==> config.mk <==
export PLATFORM = sky130hd
export DESIGN_NAME = fmul_sp
export DESIGN_NICKNAME = d
export VERILOG_FILES = /design/src/rtl/fpu_pkg.sv /design/src/rtl/fmul_mant_mul.sv /design/src/rtl/fmul_sp.sv
export SDC_FILE = /design/constraint.sdc
export NUM_CORES = 1
export LEC_CHECK = 0
export ABC_AREA = 1
export CORE_MARGIN = 1.5
export CORE_UTILIZATION = 35
export CTS_CLUSTER_DIAMETER = 100
export CTS_CLUSTER_SIZE = 24
export DETAILED_ROUTE_END_ITERATION = 8
export PLACE_DENSITY = 0.57
export SLEW_MARGIN = 10
export SYNTH_ARGS = -nofsm -noshare
export SYNTH_HDL_FRONTEND = slang
export SYNTH_SLANG_ARGS = --single-unit
==> constraint.sdc <==
create_clock -name clk -period 1.2 [get_ports clk]
set_input_delay 0.18 -clock clk [delete_from_list [all_inputs] [get_ports clk]]
set_output_delay 0.18 -clock clk [all_outputs]
set_load 0.05 [all_outputs]
==> src/rtl/fpu_pkg.sv <==
// Shared FPU definitions: single-precision field widths and the packed word layout.
package fpu_pkg;

  localparam int          EXP_W   = 8;
  localparam int          FRAC_W  = 23;
  localparam int          BIAS    = 127;
  localparam logic [7:0]  EXP_MAX = 8'hFF;

  typedef struct packed {
    logic              sign;
    logic [EXP_W-1:0]  exp;
    logic [FRAC_W-1:0] frac;
  } fp32_t;

endpackage

==> src/rtl/fmul_mant_mul.sv <==
// Combinational 24x24 unsigned mantissa multiplier; isolated so a DSP-mapped or
// Booth implementation can drop in behind the same ports.
module fmul_mant_mul (
  input  logic [23:0] a,
  input  logic [23:0] b,
  output logic [47:0] p
);

  assign p = a * b;

endmodule

==> src/rtl/fmul_sp.sv <==
// Single-precision multiplier: flush-to-zero inputs, round-half-up on the guard
// bit, saturation to signed infinity, one registered output stage.
module fmul_sp
  import fpu_pkg::*;
(
  input  logic [31:0] x1,
  input  logic [31:0] x2,
  output logic [31:0] y,
  input  logic        clk,
  input  logic        rst
);

  fp32_t a, b, r;
  logic  [47:0] prod;
  logic  [25:0] prod_hi;
  logic  [21:0] prod_unused;

  logic               s;
  logic               zero_in;
  logic signed [9:0]  e_sum, e_norm, e_fin;
  logic [FRAC_W-1:0]  frac_n, frac_r;
  logic               guard, carry;

  assign a = fp32_t'(x1);
  assign b = fp32_t'(x2);

  fmul_mant_mul u_mant_mul (
    .a ({1'b1, a.frac}),
    .b ({1'b1, b.frac}),
    .p (prod)
  );

  // Only bits 47:22 can reach the fraction or guard; the rest would feed a sticky bit.
  assign prod_hi     = prod[47:22];
  assign prod_unused = prod[21:0];

  // NOTE: every always_comb output gets a default first so no path leaves a latch.
  always_comb begin
    s       = a.sign ^ b.sign;
    zero_in = (a.exp == '0) || (b.exp == '0);
    e_sum   = signed'({2'b00, a.exp}) + signed'({2'b00, b.exp}) - signed'(10'(BIAS));
    e_norm  = e_sum;
    frac_n  = prod_hi[23:1];
    guard   = prod_hi[0];

    if (prod_hi[25]) begin
      frac_n = prod_hi[24:2];
      guard  = prod_hi[1];
      e_norm = e_sum + 10'sd1;
    end

    // A carry out leaves frac_r at zero, which is exactly the renormalised fraction.
    {carry, frac_r} = {1'b0, frac_n} + {{FRAC_W{1'b0}}, guard};
    e_fin           = carry ? e_norm + 10'sd1 : e_norm;

    r.sign = s;
    r.exp  = e_fin[EXP_W-1:0];
    r.frac = frac_r;
    if (zero_in || e_fin <= 10'sd0) begin
      r.exp  = '0;
      r.frac = '0;
    end else if (e_fin >= signed'({2'b00, EXP_MAX})) begin
      r.exp  = EXP_MAX;
      r.frac = '0;
    end
  end

  // NOTE: state is updated with non-blocking assignments so every register
  // samples pre-edge values regardless of process ordering.
  always_ff @(posedge clk or posedge rst) begin
    if (rst) y <= '0;
    else     y <= r;
  end

endmodule

# After elaboration in Yosys (flattened, before gate mapping)
# Index checks and enable logic that the tools add are counted.
[totals] register_bits=32 in_bits=66 output_inout_bits=32 elab_cells=20
[op_classes] addsub=5 n_mul=1 magnitude_cmp=2 mux=6 n_bitwise=1 reduce_logical=4
[ops] cell="31-bit 2-to-1 mux" count=2
[ops] cell="24-bit by 24-bit multiplier with 48-bit output" count=1
[ops] cell="23-bit by 1-bit adder with 24-bit output" count=1
[ops] cell="23-bit 2-to-1 mux" count=1
[ops] cell="10-bit by 2-bit adder with 10-bit output (second input constant)" count=2
[ops] cell="10-bit 2-to-1 mux" count=2
[ops] cell="8-bit logical NOT" count=2
[ops] cell="10-bit by 9-bit greater-or-equal comparator with 1-bit output (second input constant)" count=1
[ops] cell="10-bit by 1-bit <= comparator with 1-bit output (second input constant)" count=1
[ops] cell="9-bit by 7-bit subtractor with 10-bit output (second input constant)" count=1
[ops] cell="8-bit by 8-bit adder with 9-bit output" count=1
[ops] cell="1-bit logical OR" count=2
[ops] cell="1-bit 2-to-1 mux" count=1
[ops] cell="1-bit bitwise XOR" count=1

# Longest topological paths before layout
[logic_depth] ltp_word=9 ltp_mapped=49 ltp_nobuf=46

# Hierarchy
# A second synthesis with hierarchy kept.
[unflattened] cells_unflattened=3435 area_unflattened_um2=24113.1
[modules_own_cells] mod="fmul_mant_mul" instances=1 cells_each=2871 area_per_inst_um2=20539.7 seq_area_each_um2=0.0
[modules_own_cells] mod="fmul_sp" instances=1 cells_each=564 area_per_inst_um2=3573.4 seq_area_each_um2=800.8

# Worst setup path before layout
# No wires, ideal clock.
[synth_path] path_kind="input-to-reg" start="input port x2[3]" end="register y[4]" arrival_time_ns=7.368 t_required_ns=1.072 setup_slack_ns=-6.295 path_stages=44 path_cell_list="clkbuf_1 nand2_1 fa_1 inv_1 fa_1 inv_1 fa_1 inv_1 fa_1 inv_1 fa_1 inv_1 fa_1 inv_1 fa_1 inv_1 ha_1 nand2_1 [... 8 more ...] buf_6 buf_6 o21ai_0 ha_1 nand3_1 nor2_4 nand3_2 nor2_4 nand3_2 nand2_1 nand2_1 inv_1 nand2_1 nor2_1 nand3_2 nand3_4 buf_12 nor2_4"
[synth_rtl] item="start: declaration" line="fmul_sp.sv:7" rtl="input logic [31:0] x2,"
[synth_rtl] item="end signal: assignment" line="fmul_sp.sv:72" rtl="else y <= r;"
[synth_rtl] item="end: declaration" line="fmul_sp.sv:8" rtl="output logic [31:0] y,"

==> results.py <==
metrics = {
    "run_status": {
        "status": "finished, violations left",
        "violations": "setup timing",
    },
    "layout": {
        "drive_above_1_share_pct": 24.4,
        "stdcell_count": 4740,
        "insertedDiodeCount": 0,
        "regMostFlops": "y",
        "final_common_cell": "inv_1",
        "top_regs": "y: 32 flops",
        "fin_util_pct": 48.2,
        "areaGrowthSynthToFinish_pct": 36.4,
        "largest_reg_flops": 32,
        "nFillCells": 6489,
        "nNetsFinal": 4603,
        "final_cell_mix": "inv_1 (1,019), nand2_1 (931), fa_1 (453)",
    },
    "place": {
        "gp_congestion": 0.917,
        "place_ws_ns": -6.97,
        "dpl.hpwl_microns": 57500,
        "port_buffers": 97,
        "placed_cells": 4621,
    },
    "logic_synthesis": {
        "yosysUniqueCellTypes": 47,
        "async_flop_share_pct": 100,
        "syn-cell-area_sq_um": 23700,
        "yosysWarnings": 0,
        "synth-compound-area-share_pct": 2.44,
        "yosys.area_share.adder_pct": 50.6,
        "synth_flop_cell": "dfrtp_1",
        "ys_ff_latch": 32,
        "synth_xor_area_share_pct": 1.37,
        "yosys.area_share.simple_pct": 23.4,
        "syn-num-nets": 4039,
        "yosysSeqAreaShare_pct": 3.38,
        "synth_top_family_by_area": "adder cells",
        "avgSynthCellArea_sq_um": 7.18,
        "synth_edf_count": 0,
        "synthMuxAreaShare_pct": 0,
        "syn_inst": 3303,
    },
    "detailed_routing": {
        "wirelength_microns": 73800,
        "drc_errors": 0,
        "drt_pass1_iterations": 7,
        "dr_total_vias": 21588,
        "ant_nets": 0,
        "post_drt_wl_per_cell_microns": 15.6,
        "drt_iter0_markers": 1163,
        "via_per_inst": 4.55,
    },
    "timing": {
        "fmax_ghz": 0.131,
        "min_period_ns": 7.64,
        "worst_hold_slack_ns": 0.246,
        "slew_headroom_pct": 69.1,
        "finalCritPeriodShare_pct": 636,
        "rsz0062_at_grt": "true",
        "tightest_slew_ns": 0.458,
        "setup_viol": 31,
        "hold_viol": 0,
        "slew_viol_final": 0,
        "setup_slack_ns": -6.44,
    },
    "grt": {
        "overflow": 0,
        "antenna_found_initial": 0,
        "grt_max_degree": 33,
        "grt_pass1_vias": 23191,
        "grt_pass1_wl_microns": 120000,
        "grtUsageTotal_pct": 21.8,
    },
    "floorplan": {
        "ioPinCount": 98,
        "initial_utilization_pct": 35.3,
        "fp.coreArea_sq_um": 67200,
        "rows": 95,
        "die_area_sq_um": 69300,
        "fp.dieW_microns": 263,
        "die_y_microns": 263,
    },
    "clock_network": {
        "clkTransAtPathRegs_ns": 0.05,
        "clockRootBuffer": "clkbuf_16",
        "cts_max_level": 2,
        "cts_tree": "yes",
        "clockBufferDepth": 2,
        "numClockSinks": 32,
        "cts_buffers": 5,
    },
    "setup_path": {
        "crit_fanout": 5,
        "start_kind": "input port",
        "cp_common_cell": "fa_1",
        "path_class": "in -> reg",
        "critPathRequiredTime_ns": 1.36,
        "cpPeakStageDelay_ns": 0.64,
        "cp_data_arrival_time_ns": 7.80,
        "crit_slowest_cell": "fa_2",
        "cp-end-kind": "register",
    },
    "run": {
        "maxCapViolations": 0,
    },
    "min_path": {
        "hp-class": "in -> async",
    },
}
[per-layer routing]
metal | GRT usage [%] | wire length [microns] | share of wire (%) | up-vias
li1 | - | - | - | 10380
met2 | 39.2 | 36700 | 50 | 569
met5 | 0 | 0 | 0 | -
met4 | 6.91 | 3310 | 4.5 | 0
met3 | 1.39 | 3640 | 4.9 | 159
met1 | 27.8 | 30100 | 41 | 10480
[worst max-delay path, delay by kind of cell]
kind / cells / cell delay (ns)
adders and majority gates: 8 / 3.89
buffers and inverters: 13 / 1.49
and+or+nand+nor: 21 / 2.21
[per-stage QoR]
stage | instance area, sq um | TNS, ns
after floorplan | 24400 | -184.18
after global placement | 29900 | -214.82
after detailed placement | 29900 | -215.29
after CTS | 31700 | -197.33
after global routing | 32400 | -207.68
final | 32400 | -198.24
[cells in the mapped netlist, drive strengths merged, types with 2 or more instances]
cell | count | share of area, %
buf | 10 | 0.44
nand4 | 26 | 0.75
nor3 | 5 | 0.13
xnor2 | 13 | 0.48
xor2 | 24 | 0.89
and2 | 3 | 0.079
o21ai | 26 | 0.56
dfrtp | 32 | 3.4
a21boi | 2 | 0.063
nor4 | 7 | 0.18
nand3b | 7 | 0.22
o31ai | 2 | 0.063
nor2 | 140 | 3.4
inv | 1069 | 17
nand2 | 1015 | 16
or2 | 3 | 0.079
fa | 482 | 41
nand3 | 86 | 2.0
ha | 188 | 9.9
a21oi | 57 | 1.4
o21bai | 5 | 0.16
nor3b | 2 | 0.063
clkbuf | 91 | 1.4
[kinds of logic after synthesis]
logic type,Yosys count
compound gates,98
xor+xnor,37
simple gates,1295
buf+inv,1171
flops,32
fa+ha+maj,670
[area by class of cell]
cell class                      instances  area, sq um  area share (%)
Multi-Input combinational cell       2104        19400            60.0
Timing Repair Buffer                  654         6910            21.4
Inverter                             1070         4020            12.4
Tap cell                              873         1090            3.38
Sequential cell                        32          801            2.47
Clock buffer                            6          129           0.398
Clock inverter                          1         5.00          0.0155
[path summary, 6_finish.rpt]
kind	startpoint	to	slack (ns)	cells after the start
min in group clk	x1[31]	y[31]$_DFF_PP0_	0.48	2
hold / removal	rst	y[31]$_DFF_PP0_	0.25	3
max in group asynchronous	rst	y[28]$_DFF_PP0_	0.78	3
setup / recovery	x2[12]	y[13]$_DFF_PP0_	-6.44	42
[timing repair]
item                                    CTS  global route
endpoints found under the setup margin   31            31
buffers inserted                         55            22
hold buffers                              0             0
pin swaps                                49           107
gates resized for setup                 193           217
gates cloned                             29             6
Power is left out: the tool's default activity adds up to more than one toggle a clock period on the data nets, which glitch-free logic cannot reach.
